## config.mk

```make
export PLATFORM = sky130hd
export DESIGN_NAME = board_io_ctrl
export DESIGN_NICKNAME = d
export VERILOG_FILES = /design/src/rtl/board_io_pkg.sv /design/src/rtl/board_io_ctrl_switch_debounce.sv /design/src/rtl/board_io_ctrl.sv
export SDC_FILE = /design/constraint.sdc
export NUM_CORES = 1
export LEC_CHECK = 0
export ABC_AREA = 1
export CORE_ASPECT_RATIO = 1.2
export CORE_MARGIN = 2
export CORE_UTILIZATION = 50
export DETAILED_ROUTE_END_ITERATION = 6
export PLACE_DENSITY = 0.71
export SLEW_MARGIN = 5
export SYNTH_ARGS = -nofsm -noshare
export SYNTH_HDL_FRONTEND = slang
export SYNTH_HIERARCHICAL = 1
export SYNTH_SLANG_ARGS = --single-unit
```

## constraint.sdc

```tcl
create_clock -name clk -period 1.86 [get_ports clk]
set_clock_uncertainty 0.05 [all_clocks]
set_input_delay 0.558 -clock clk [delete_from_list [all_inputs] [get_ports clk]]
set_output_delay 0.558 -clock clk [all_outputs]
set_load 0.02 [all_outputs]
```

## src/rtl/board_io_pkg.sv

```systemverilog
// Shared constants for the board I/O block: active-low 7-segment patterns {g..a}.
package board_io_pkg;

    localparam logic [6:0] SEG_OFF = 7'h7F;

    localparam logic [6:0] HEX_SEG [16] = '{
        7'h40, 7'h79, 7'h24, 7'h30, 7'h19, 7'h12, 7'h02, 7'h78,
        7'h00, 7'h10, 7'h08, 7'h03, 7'h46, 7'h21, 7'h06, 7'h0E
    };

    function automatic logic [6:0] hex_to_seg(input logic [3:0] nibble);
        return HEX_SEG[nibble];
    endfunction

endpackage

```

## src/rtl/board_io_ctrl_switch_debounce.sv

```systemverilog
// One-bit switch conditioner: 2-flop synchroniser, stable-time debounce counter,
// and a single-cycle pulse on the debounced 0->1 transition.
module switch_debounce #(
    parameter int DEBOUNCE_CYCLES = 125000
) (
    input  logic clk,
    input  logic reset,
    input  logic sw,
    output logic level,
    output logic rise
);

    localparam int CNT_W = $clog2(DEBOUNCE_CYCLES);

    logic             sync1_reg;
    logic             sync2_reg;
    logic             level_reg;
    logic             rise_reg;
    logic [CNT_W-1:0] cnt_reg;

    always_ff @(posedge clk) begin
        if (reset) begin
            sync1_reg <= 1'b0;
            sync2_reg <= 1'b0;
            level_reg <= 1'b0;
            rise_reg  <= 1'b0;
            cnt_reg   <= '0;
        end else begin
            sync1_reg <= sw;
            sync2_reg <= sync1_reg;
            rise_reg  <= 1'b0;
            if (sync2_reg == level_reg) begin
                cnt_reg <= '0;
            end else if (cnt_reg == CNT_W'(DEBOUNCE_CYCLES - 1)) begin
                // The new level has now been seen for DEBOUNCE_CYCLES edges in a row.
                level_reg <= sync2_reg;
                rise_reg  <= sync2_reg;
                cnt_reg   <= '0;
            end else begin
                cnt_reg <= cnt_reg + 1'b1;
            end
        end
    end

    assign level = level_reg;
    assign rise  = rise_reg;

endmodule

```

## src/rtl/board_io_ctrl.sv

```systemverilog
// Board I/O controller: debounced switches, registered LEDs, multiplexed
// 7-segment display with per-slot blanking, and a heartbeat blinker.
module board_io_ctrl
    import board_io_pkg::*;
#(
    parameter int NUM_OF_ANODES     = 4,
    parameter int NUM_USED_SWITCHES = 4,
    parameter int NUM_USED_LEDS     = 4,
    parameter int DEBOUNCE_CYCLES   = 125000,
    parameter int SCAN_CYCLES       = 12500,
    parameter int BLANK_CYCLES      = 250,
    parameter int HEARTBEAT_BIT     = 25
) (
    input  logic                         clk,
    input  logic                         reset,
    input  logic [NUM_USED_SWITCHES-1:0] sw_i,
    output logic [NUM_USED_SWITCHES-1:0] sw_o,
    output logic [NUM_USED_SWITCHES-1:0] sw_rise_o,
    input  logic [NUM_USED_LEDS-1:0]     led_i,
    output logic [NUM_USED_LEDS-1:0]     led_o,
    input  logic [4*NUM_OF_ANODES-1:0]   display_i,
    input  logic                         display_en_i,
    output logic [NUM_OF_ANODES-1:0]     an,
    output logic [6:0]                   seg,
    output logic                         dp,
    output logic                         heartbeat
);

    localparam int PRE_W = $clog2(SCAN_CYCLES);
    localparam int IDX_W = (NUM_OF_ANODES > 1) ? $clog2(NUM_OF_ANODES) : 1;
    localparam logic [NUM_OF_ANODES-1:0] AN_ONE = NUM_OF_ANODES'(1);

    genvar gi;

    generate
        for (gi = 0; gi < NUM_USED_SWITCHES; gi++) begin : g_sw
            switch_debounce #(
                .DEBOUNCE_CYCLES(DEBOUNCE_CYCLES)
            ) u_debounce (
                .clk  (clk),
                .reset(reset),
                .sw   (sw_i[gi]),
                .level(sw_o[gi]),
                .rise (sw_rise_o[gi])
            );
        end
    endgenerate

    logic [3:0] nibbles [NUM_OF_ANODES];

    generate
        for (gi = 0; gi < NUM_OF_ANODES; gi++) begin : g_nib
            assign nibbles[gi] = display_i[4*gi +: 4];
        end
    endgenerate

    logic [NUM_USED_LEDS-1:0] led_reg;
    logic [PRE_W-1:0]         presc_reg;
    logic [IDX_W-1:0]         idx_reg;
    logic [NUM_OF_ANODES-1:0] an_reg;
    logic [NUM_OF_ANODES-1:0] an_next;
    logic [6:0]               seg_reg;
    logic [6:0]               seg_next;
    logic [HEARTBEAT_BIT:0]   hb_cnt_reg;

    // Anodes and segments are decoded from the current scan position and
    // registered together so a digit never shows its neighbour's pattern.
    always_comb begin
        an_next  = '1;
        seg_next = SEG_OFF;
        if (display_en_i) begin
            seg_next = hex_to_seg(nibbles[idx_reg]);
            if (presc_reg >= PRE_W'(BLANK_CYCLES)) begin
                an_next = ~(AN_ONE << idx_reg);
            end
        end
    end

    always_ff @(posedge clk) begin
        if (reset) begin
            led_reg    <= '0;
            presc_reg  <= '0;
            idx_reg    <= '0;
            an_reg     <= '1;
            seg_reg    <= SEG_OFF;
            hb_cnt_reg <= '0;
        end else begin
            led_reg    <= led_i;
            an_reg     <= an_next;
            seg_reg    <= seg_next;
            hb_cnt_reg <= hb_cnt_reg + 1'b1;
            if (presc_reg == PRE_W'(SCAN_CYCLES - 1)) begin
                presc_reg <= '0;
                if (idx_reg == IDX_W'(NUM_OF_ANODES - 1)) begin
                    idx_reg <= '0;
                end else begin
                    idx_reg <= idx_reg + 1'b1;
                end
            end else begin
                presc_reg <= presc_reg + 1'b1;
            end
        end
    end

    assign led_o     = led_reg;
    assign an        = an_reg;
    assign seg       = seg_reg;
    assign dp        = 1'b1;
    assign heartbeat = hb_cnt_reg[HEARTBEAT_BIT];

endmodule

```

==> run_results.csv <==
group,metric,value,unit
outcome,run_status,"completed",
clock_tree,root_buffer,"clkbuf_16",
critical_path,cp.required,1.25,ns
final_layout,finalInstanceArea,0.00876,mm^2
critical_path,critical_path_class,"flip-flop to output port",
timing,rsz0062_at_grt,"false",
floorplan,rows,48,
floorplan,die_w,115,um
global_routing,grt_pass1_vias,5954,
worst_hold_path,min_from,"g_sw[3].u_debounce/sync1_reg",
placement,place_inst,1271,
power_and_ir_drop,peakVddDrop,0.562,mV
synthesis,syn_area_per_cell,7.09,um^2
final_layout,diodes,0,
worst_hold_path,hold_class,"flip-flop to flip-flop",
power_and_ir_drop,p_sw,1430,uW
floorplan,start_util,0.513,
drt,drt_iter0_markers,319,
global_routing,grt-ovfl-total,0,
critical_path,timing.rr.start,"idx_reg[1]",
synthesis,syn_area,0.00740,mm^2
power_and_ir_drop,p_seq_frac,0.418,
global_routing,grt_max_degree,18,
placement,io_buffers,50,
power_and_ir_drop,clockPowerShare,0.546,
drt,ant_nets,0,
synthesis,synth_cell_type_count,33,
synthesis,yosysSeqAreaShare,0.381,
clock_tree,cts_setup_buffers,0,
timing,period_share,0.931,
clock_tree,cts.path.max_buffers,2,
clock_tree,insertion_delay,0.42,ns
final_layout,multi_input_area,0.00392,mm^2
worst_hold_path,hold-path-cell-count,2,
timing,finalSetupViolCount,0,
placement,place_congestion,0.846,
drt,wirelength,15200,um
critical_path,startpoint_type,"flip-flop",
drt,via_per_inst,4.99,
drt,wl_per_cell,11.7,um
timing,postLayoutSetupSlackWorst,0.128,ns
critical_path,worstPathArrival,1.12,ns
synthesis,synth_top_cell_by_area,"dfxtp_1",
synthesis,synth_top_cell_area_share,0.381,
critical_path,cp_cell_sequence,"dlygate4sd2_1",
critical_path,critPathSlowestCell,"dlygate4sd2_1",
drt,vias,6500,
flow_run,cap_violations,0,
drt,drt_first_pass_iters,5,
synthesis,yosys_warnings,6,
clock_tree,cts_tree,"done",
synthesis,synthesis.nets,1088,
clock_tree,cts_num_sinks,141,
final_layout,areaGrowthSynthToFinish,18.4,%
final_layout,seq_area,0.00282,mm^2
final_layout,final_layout_size_suffix_gt1_frac,0.146,
global_routing,grt_first_pass_wirelength,25900,um
floorplan,dieHeight,137,um
clock_tree,htree_levels,4,
timing,hold_viol,0,
final_layout,largest_reg_flops,68,
critical_path,worstSetupEndpointType,"output port",
worst_hold_path,holdPathEnd,"g_sw[3].u_debounce/sync2_reg",
clock_tree,cts_inserted_buffers,17,
power_and_ir_drop,pwr-share-comb,0.036,
floorplan,pin_count,52,
final_layout,nNetsFinal,1159,
critical_path,r2r_slack,0.17,ns
final_layout,nFillCells,1361,
placement,place_worst_setup_slack,-0.268,ns
critical_path,r2r-end,"seg[6]",
final_layout,instances_no_fill,1303,
critical_path,cp_max_fo,3,
drt,drc,0,
timing,timing.hold.ws,0.356,ns
clock_tree,ctsResizeCount,24,
power_and_ir_drop,intPower,5930,uW
clock_tree,path_clk_slew,0.06,ns
global_routing,antenna_found_initial,0,
synthesis,ys_ff_latch,141,
critical_path,cp_num_buf_inv,1,
critical_path,cpLargestDelayFamily,"buffers and inverters",
placement,dpl_cell_area,0.00809,mm^2
critical_path,crit_path_max_incr_delay,0.37,ns
timing,drv_slew,0,
timing,max_freq,577,MHz
power_and_ir_drop,power_density,839,mW/mm^2
clock_tree,hold_buffers,0,
critical_path,reg2regPathDepth,9,
global_routing,grt_usage,0.201,
timing,post-route-min-period,1.73,ns
power_and_ir_drop,cellLeakagePower,0.00305,uW
power_and_ir_drop,switching_share,0.194,
placement,dp_hpwl,11200,um
floorplan,core_area,0.0144,mm^2
floorplan,dieArea,0.0158,mm^2
synthesis,netlist_instances,1044,
synthesis,synth.area.top_cells,"dfxtp_1 (38%), nand2_1 (12%), nor2_1 (7.6%), inv_1 (6.5%), nand3_1 (4.2%)",
worst min-delay path, cell delays in order (launching register included):
cell     delay [ns]
dfxtp_1        0.30
inv_1          0.04
nor2_1         0.03
placed cells by master (no fill, tap or decap), types with 7 or more instances in the layout:
cell type	n
clkdlybuf4s50_1	25
nand2_1	232
nand3_1	62
nand3_2	11
nor2_4	11
inv_1	128
nor3_2	10
dfxtp_1	141
nand4_1	36
dlygate4sd2_1	24
clkbuf_16	17
inv_2	11
nand3b_1	8
nor3_1	30
ha_1	17
bufinv_16	7
nor2_2	47
a21oi_1	54
o21ai_0	15
xor2_1	25
buf_4	12
a21oi_2	12
nand2_2	9
nor2_1	150
worst max-delay path by stage:
stage,start,end,slack [ns],depth (start not counted)
3_3_place_gp,display_i[5],seg[6],-0.24,10
6_report,g_sw[2].u_debounce/level,sw_o[2],0.13,1
2_1_floorplan,display_i[12],seg[0],0.27,9
5_1_grt,display_i[13],seg[6],0.01,10
3_5_place_dp,display_i[13],seg[6],-0.27,10
4_1_cts,g_sw[2].u_debounce/level,sw_o[2],0.09,1
cells in the mapped netlist:
| cell | number |
|---|---|
| nor3_2 | 10 |
| nand3_1 | 62 |
| ha_1 | 17 |
| nand2_1 | 232 |
| inv_2 | 11 |
| xnor2_1 | 3 |
| inv_1 | 128 |
| nor3_1 | 30 |
| xor2_1 | 25 |
| buf_6 | 1 |
| dfxtp_1 | 141 |
| a21oi_1 | 54 |
| o21ai_0 | 15 |
| nor2_4 | 11 |
| nand3_2 | 11 |
| o21a_1 | 1 |
| clkbuf_1 | 3 |
| clkinv_2 | 4 |
| nand2_4 | 5 |
| nand2_2 | 9 |
| conb_1 | 1 |
| nand4_1 | 36 |
| buf_4 | 2 |
| o211ai_1 | 3 |
| nand3b_1 | 8 |
| o21ai_1 | 1 |
| o21bai_1 | 5 |
| or2_2 | 1 |
| a211oi_1 | 1 |
| a21oi_2 | 12 |
| buf_12 | 4 |
| nor2_2 | 47 |
| nor2_1 | 150 |
per-stage QoR:
| step | TNS (ns) | total power, uW | utilization |
|---|---|---|---|
| floorplan | 0 | 3300 | - |
| global placement | -1.26 | 3410 | 0.561 |
| detailed placement | -1.45 | 3420 | 0.561 |
| CTS | 0 | 7430 | 0.608 |
| global route | 0 | 7580 | 0.608 |
| finish | 0 | 7350 | 0.608 |
logic make-up after synthesis:
| family | after synthesis | share of synthesized area |
|---|---|---|
| and+or+nand+nor | 612 | 0.395 |
| buffers and inverters | 153 | 0.0891 |
| DFF | 141 | 0.381 |
| AOI/OAI and AO/OA | 92 | 0.0717 |
| xor gates and xnor gates | 28 | 0.0331 |
| adders and majority gates | 17 | 0.0287 |
| other | 1 | 0.000507 |
per-layer routing:
layer,part of all wire,track usage,vias up
li1,-,-,3460
met1,0.46,0.242,2927
met2,0.49,0.353,93
met3,0.027,0.0414,20
met4,0.016,0.0763,0
met5,0,0,-
power groups by stage:
stage	logic (uW)	registers (uW)	clock network, uW
finish	263	3080	4010
CTS	266	3080	4090
detailed placement	273	3140	0
global placement	269	3140	0
floorplan	141	3160	0
global route	294	3080	4200
final cells by class:
class / count / area share
multi-input cells: 750 / 0.447
flip-flops and latches: 141 / 0.322
repair buffers: 62 / 0.0634
inverters: 143 / 0.0618
clock buffers: 21 / 0.0537
clock inverters: 11 / 0.0268
well taps: 175 / 0.0250
No activity file was read; power rests on OpenSTA's default activity.
